`config.mk`:
```
export PLATFORM = sky130hd
export DESIGN_NAME = trace_dispatcher
export DESIGN_NICKNAME = d
export VERILOG_FILES = /design/src/rtl/l2_sim_pkg.sv /design/src/rtl/sat_counter.sv /design/src/rtl/trace_dispatcher.sv
export SDC_FILE = /design/constraint.sdc
export NUM_CORES = 1
export LEC_CHECK = 0
export BUFFER_PORTS_ARGS = -buffer_cell sky130_fd_sc_hd__buf_2
export CORE_AREA = 2 2 95 97
export DETAILED_ROUTE_END_ITERATION = 8
export DIE_AREA = 0 0 97 99
export PLACE_DENSITY_LB_ADDON = 0.05
export SLEW_MARGIN = 30
export SYNTH_ARGS = -nofsm -noshare
export SYNTH_HDL_FRONTEND = slang
export SYNTH_SLANG_ARGS = --single-unit
export TNS_END_PERCENT = 100
```
`constraint.sdc`:
```
create_clock -name clk -period 5.42 [get_ports clk]
set_clock_uncertainty 0.15 [all_clocks]
set_input_delay 0 -clock clk [delete_from_list [all_inputs] [get_ports clk]]
set_output_delay 0 -clock clk [all_outputs]
set_load 0.03 [all_outputs]
```
`src/rtl/l2_sim_pkg.sv`:
```
// Shared trace/cache types: L2 operation codes, command legality and L1-access helpers.
package l2_sim_pkg;

  localparam int ADDR_W_DEF = 32;

  typedef enum logic [3:0] {
    OP_DREAD     = 4'd0,
    OP_DWRITE    = 4'd1,
    OP_IREAD     = 4'd2,
    OP_SNP_INV   = 4'd3,
    OP_SNP_READ  = 4'd4,
    OP_SNP_WRITE = 4'd5,
    OP_SNP_RWIM  = 4'd6,
    OP_CLEAR     = 4'd8,
    OP_PRINT     = 4'd9
  } l2_op_t;

  function automatic logic cmd_legal(input logic [3:0] code);
    return (code <= 4'd6) || (code == 4'd8) || (code == 4'd9);
  endfunction

  // Only processor-side accesses contribute to hit/miss statistics.
  function automatic logic is_l1_access(input l2_op_t op);
    return (op == OP_DREAD) || (op == OP_DWRITE) || (op == OP_IREAD);
  endfunction

endpackage

```
`src/rtl/sat_counter.sv`:
```
// Saturating up-counter with synchronous clear; clear has priority over increment.
module sat_counter #(
  parameter int W = 32
) (
  input  logic         clk,
  input  logic         rst_n,
  input  logic         inc,
  input  logic         clr,
  output logic [W-1:0] q
);

  logic [W-1:0] cnt_d, cnt_q;

  always_comb begin
    cnt_d = cnt_q;
    if (clr)
      cnt_d = '0;
    else if (inc && (cnt_q != '1))
      cnt_d = cnt_q + 1'b1;
  end

  always_ff @(posedge clk or negedge rst_n) begin
    if (!rst_n) cnt_q <= '0;
    else        cnt_q <= cnt_d;
  end

  assign q = cnt_q;

endmodule

```
`src/rtl/trace_dispatcher.sv`:
```
// Trace record to L2 request sequencer, one op in flight, with response watchdog.
// Statistics counters are built only when DISPATCH_STATS_EN is defined.
//
// state     | meaning
// IDLE      | ready for a trace record
// ISSUE     | request held on req_* until the cache accepts it
// WAIT_RESP | waiting for resp_valid, watchdog counting down
module trace_dispatcher
  import l2_sim_pkg::*;
#(
  parameter int ADDR_W  = ADDR_W_DEF,
  parameter int CNT_W   = 32,
  parameter int TIMEOUT = 1024
) (
  input  logic              clk,
  input  logic              reset_n,
  input  logic              trace_valid,
  output logic              trace_ready,
  input  logic [3:0]        trace_cmd,
  input  logic [ADDR_W-1:0] trace_addr,
  output logic              req_valid,
  input  logic              req_ready,
  output logic [3:0]        req_op,
  output logic [ADDR_W-1:0] req_addr,
  input  logic              resp_valid,
  input  logic              resp_hit,
  output logic              busy,
  output logic              cmd_err,
  output logic              timeout_err,
  output logic [CNT_W-1:0]  stat_reads,
  output logic [CNT_W-1:0]  stat_writes,
  output logic [CNT_W-1:0]  stat_ifetch,
  output logic [CNT_W-1:0]  stat_hits,
  output logic [CNT_W-1:0]  stat_misses
);

  localparam int WD_W = $clog2(TIMEOUT);

  typedef enum logic [1:0] {ST_IDLE, ST_ISSUE, ST_WAIT_RESP} state_t;

  state_t            state_d, state_q;
  l2_op_t            op_d, op_q;
  logic [ADDR_W-1:0] addr_d, addr_q;
  logic [WD_W-1:0]   wd_d, wd_q;
  logic              cmd_err_d, cmd_err_q;
  logic              to_err_d, to_err_q;
  logic              trace_ready_d, trace_ready_q;
  logic              req_valid_d, req_valid_q;
  logic              busy_d, busy_q;
  logic              stat_clr, stat_done;

  always_comb begin
    state_d   = state_q;
    op_d      = op_q;
    addr_d    = addr_q;
    wd_d      = wd_q;
    cmd_err_d = cmd_err_q;
    to_err_d  = to_err_q;
    stat_clr  = 1'b0;
    stat_done = 1'b0;
    case (state_q)
      ST_IDLE: begin
        if (trace_valid) begin
          if (cmd_legal(trace_cmd)) begin
            op_d     = l2_op_t'(trace_cmd);
            addr_d   = (op_d == OP_CLEAR || op_d == OP_PRINT) ? '0 : trace_addr;
            stat_clr = (op_d == OP_CLEAR);
            state_d  = ST_ISSUE;
          end else begin
            cmd_err_d = 1'b1;
          end
        end
      end
      ST_ISSUE: begin
        if (req_ready) begin
          wd_d    = WD_W'(TIMEOUT - 1);
          state_d = ST_WAIT_RESP;
        end
      end
      ST_WAIT_RESP: begin
        // A response arriving on the expiry cycle is still accepted.
        if (resp_valid) begin
          stat_done = 1'b1;
          state_d   = ST_IDLE;
        end else if (wd_q == '0) begin
          to_err_d = 1'b1;
          state_d  = ST_IDLE;
        end else begin
          wd_d = wd_q - 1'b1;
        end
      end
      default: state_d = ST_IDLE;
    endcase
    trace_ready_d = (state_d == ST_IDLE);
    req_valid_d   = (state_d == ST_ISSUE);
    busy_d        = (state_d != ST_IDLE);
  end

  always_ff @(posedge clk or negedge reset_n) begin
    if (!reset_n) begin
      state_q       <= ST_IDLE;
      op_q          <= OP_DREAD;
      addr_q        <= '0;
      wd_q          <= '0;
      cmd_err_q     <= 1'b0;
      to_err_q      <= 1'b0;
      trace_ready_q <= 1'b1;
      req_valid_q   <= 1'b0;
      busy_q        <= 1'b0;
    end else begin
      state_q       <= state_d;
      op_q          <= op_d;
      addr_q        <= addr_d;
      wd_q          <= wd_d;
      cmd_err_q     <= cmd_err_d;
      to_err_q      <= to_err_d;
      trace_ready_q <= trace_ready_d;
      req_valid_q   <= req_valid_d;
      busy_q        <= busy_d;
    end
  end

  assign trace_ready = trace_ready_q;
  assign req_valid   = req_valid_q;
  assign req_op      = op_q;
  assign req_addr    = addr_q;
  assign busy        = busy_q;
  assign cmd_err     = cmd_err_q;
  assign timeout_err = to_err_q;

`ifdef DISPATCH_STATS_EN
  logic l1_done;
  assign l1_done = stat_done && is_l1_access(op_q);

  sat_counter #(.W(CNT_W)) u_reads (
    .clk(clk), .rst_n(reset_n), .inc(stat_done && op_q == OP_DREAD),
    .clr(stat_clr), .q(stat_reads)
  );
  sat_counter #(.W(CNT_W)) u_writes (
    .clk(clk), .rst_n(reset_n), .inc(stat_done && op_q == OP_DWRITE),
    .clr(stat_clr), .q(stat_writes)
  );
  sat_counter #(.W(CNT_W)) u_ifetch (
    .clk(clk), .rst_n(reset_n), .inc(stat_done && op_q == OP_IREAD),
    .clr(stat_clr), .q(stat_ifetch)
  );
  sat_counter #(.W(CNT_W)) u_hits (
    .clk(clk), .rst_n(reset_n), .inc(l1_done && resp_hit),
    .clr(stat_clr), .q(stat_hits)
  );
  sat_counter #(.W(CNT_W)) u_misses (
    .clk(clk), .rst_n(reset_n), .inc(l1_done && !resp_hit),
    .clr(stat_clr), .q(stat_misses)
  );
`else
  logic unused_stat_inputs;
  assign unused_stat_inputs = ^{resp_hit, stat_clr, stat_done};
  assign stat_reads  = '0;
  assign stat_writes = '0;
  assign stat_ifetch = '0;
  assign stat_hits   = '0;
  assign stat_misses = '0;
`endif

endmodule

```
==> impl_metrics.json <==
{
  "synthCells": 396,
  "place_area_um2": 3410,
  "fin_crit_sh_pct": 35.2,
  "tns_ps": 0,
  "switchingPower_uw": 754,
  "grt_max_degree": 54,
  "drv_cap": 0,
  "rsz0062_at_grt": "no",
  "nets": 559,
  "via_per_inst": 3.87,
  "cts_tree": "yes",
  "synth_top_flop_cell": "dfrtp_1",
  "internal-power_uw": 789,
  "cts_sinks": 53,
  "clkPwrFrac_pct": 16.0,
  "ys_async_sr_fraction_pct": 100,
  "crit_chain": "inv_1 -> ha_1 -> nor3b_4 -> a31oi_4 -> and4b_1 -> a31oi_1",
  "p_sw_share_pct": 48.9,
  "leakagePower_uw": 0.00219,
  "critPathLaunchType": "register",
  "preCtsSetupSlack_ps": 3550,
  "die_width_um": 97,
  "ys_types": 40,
  "vias": 2416,
  "drt-initial-drc-count": 86,
  "period_needed_ps": 1910,
  "ys_seq_elements": 53,
  "cts-htree-levels": 2,
  "max_stage_delay_ps": 450,
  "insertion_delay_ps": 300,
  "cellPowerDensity_nw_per_um2": 394,
  "cp_max_fo": 8,
  "crit_type": "register to register",
  "fp.dieH_um": 99,
  "syn_area_per_cell_um2": 8.82,
  "routed_wirelength_um": 6570,
  "dp_hpwl_um": 4720,
  "comb_power_share_pct": 46.1,
  "gr-total-overflow": 0,
  "status": "finished, final reports clean",
  "required_ps": 5490,
  "dieArea_um2": 9600,
  "ys_warn_count": 0,
  "hold_viol": 0,
  "ctsResizeCount": 0,
  "ant_nets": 0,
  "gp_congestion": 0.758,
  "rows": 34,
  "finalSetupViolations": 0,
  "drive_above_1_share_pct": 19.7,
  "area_growth_pct": 12.2,
  "fmaxAchievable_mhz": 525,
  "portBuffers": 81,
  "clockRootBuffer": "clkbuf_8",
  "ys_seq_area_share_pct": 38.0,
  "grt_pass1_wl_um": 10300,
  "grt_usage_pct": 13.0,
  "seqPwrFrac_pct": 37.9,
  "grt_pass1_vias": 2146,
  "clk_pin_slew_ps": 110,
  "antenna-diode-count": 0,
  "synth_edf_count": 0,
  "arrival_ps": 1980,
  "slowest_stage": "dfrtp_1",
  "design_area_um2": 3920,
  "core_um2": 8550,
  "cts_made_buffers": 5,
  "antenna_found_initial": 0,
  "hp-class": "input port to asynchronous set/reset pin",
  "fin_ws_ps": 3510,
  "synthTopCellsByArea": "dfrtp_1 (37%), buf_4 (34%), nand2_1 (7.7%), o21ai_1 (5.0%), nand3_1 (1.1%)",
  "wl_per_cell_um": 10.5,
  "tightest_slew_ps": 699,
  "end_kind": "register",
  "start_util_pct": 40.8,
  "syn_area_um2": 3490,
  "drv_slew": 0,
  "max-clock-path-buffers": 2,
  "ir_drop_v": 0.000158,
  "remaining_drc_errors": 0,
  "slew_headroom_pct": 53.4,
  "finalPower_uw": 1540,
  "mostFrequentLayoutCells": "conb_1 (160), buf_2 (81), nand2_1 (72), dfrtp_1 (52), dlygate4sd3_1 (41)",
  "fill_cells": 893,
  "drtPass1Iterations": 4,
  "synthDominantCellAreaShare_pct": 37.3,
  "io_pins": 243,
  "layout_commonest_cell": "conb_1",
  "synth_area_leader_cell": "dfrtp_1"
}
==> power by group through the flow <==
stage / clock [uW] / combinational (uW) / sequential [uW]
4_1_cts: 258 / 721 / 589
5_1_grt: 268 / 769 / 608
2_1_floorplan: 0 / 368 / 826
6_report: 247 / 712 / 585
3_5_place_dp: 0 / 699 / 595
3_3_place_gp: 0 / 692 / 596
==> critical path, delay by kind of cell, from the launching register on <==
kind | cells | cell delay, ps
and+or+nand+nor | 2 | 600
DFF | 1 | 450
AOI/OAI and AO/OA | 2 | 330
adders and majority gates | 1 | 210
buffers and inverters | 1 | 80
==> cell type report <==
class	instances	area, um2	area share, %
clock inverter	3	28.8	0.735
inverter	7	26.3	0.671
tap	108	135	3.45
timing repair buffer	126	846	21.6
clock buffer	5	68.8	1.76
sequential	53	1330	33.9
multi-input combinational	323	1480	37.9
==> final timing paths <==
check / from / to / slack [ps] / cells past startpoint
max: wd_q[0]$_DFFE_PN0P_ / wd_q[1]$_DFFE_PN0P_ / 3510 / 6
min: reset_n / wd_q[4]$_DFFE_PN0P_ / 190 / 3
max reg2reg: wd_q[0]$_DFFE_PN0P_ / wd_q[1]$_DFFE_PN0P_ / 3510 / 6
min reg2reg: cmd_err$_DFFE_PN0P_ / cmd_err$_DFFE_PN0P_ / 320 / 1
max in group asynchronous: reset_n / req_addr[10]$_DFFE_PN0P_ / 4460 / 3
min in group clk: trace_addr[18] / req_addr[18]$_DFFE_PN0P_ / 290 / 4
==> metal layers <==
metal	GRT usage, %	wire, um	vias to the layer above	part of all wire [%]
met5	0	0	-	0
met4	2.60	31	0	0.47
met3	2.98	476	2	7.2
met2	23.1	3400	114	52
met1	16.3	2660	1103	40
li1	-	-	1197	-
==> sequential cells by signal (all words and copies together) (netlist names), 2 cells and up <==
register and cells:
req_op 4, req_addr 32, wd_q 10, state_q 2
==> Yosys cell counts (3+ instances only) <==
master,instances
clkbuf_1,5
inv_1,7
nand2_1,72
dfrtp_1,52
buf_4,160
nor3_1,3
buf_2,4
nor2_1,3
o21ai_1,35
a21oi_1,5
nand3_1,8
buf_1,3
o21ai_0,6
==> metrics by stage <==
step	std cells	hold slack, ps	util [%]
6_report	625	193	45.8
5_1_grt	625	283	45.8
4_1_cts	625	222	45.8
3_5_place_dp	576	35.0	39.8
3_3_place_gp	576	31.8	39.8
2_1_floorplan	555	-446	-
==> kinds of logic (layout without fill, tap and decap cells) <==
logic type / after synthesis / count (layout) / synth area share, %
multiplexers: 3 / 3 / 0.932
adder cells (fa/ha/maj): 1 / 1 / 0.358
AO/OA/AOI/OAI: 56 / 56 / 9.39
XOR/XNOR: 1 / 1 / 0.251
AND/OR/NAND/NOR: 102 / 102 / 14.3
flip-flops: 53 / 53 / 38.0
other: 1 / 160 / 0.107
buffers and inverters: 179 / 141 / 36.6
==> repair_timing <==
item | 4_1_cts | 5_1_grt
hold buffers | 41 | 0
buffers inserted | 0 | 0
endpoints found under the hold margin | 100 | 0
Note: power is estimated with default switching activity, not from simulation.
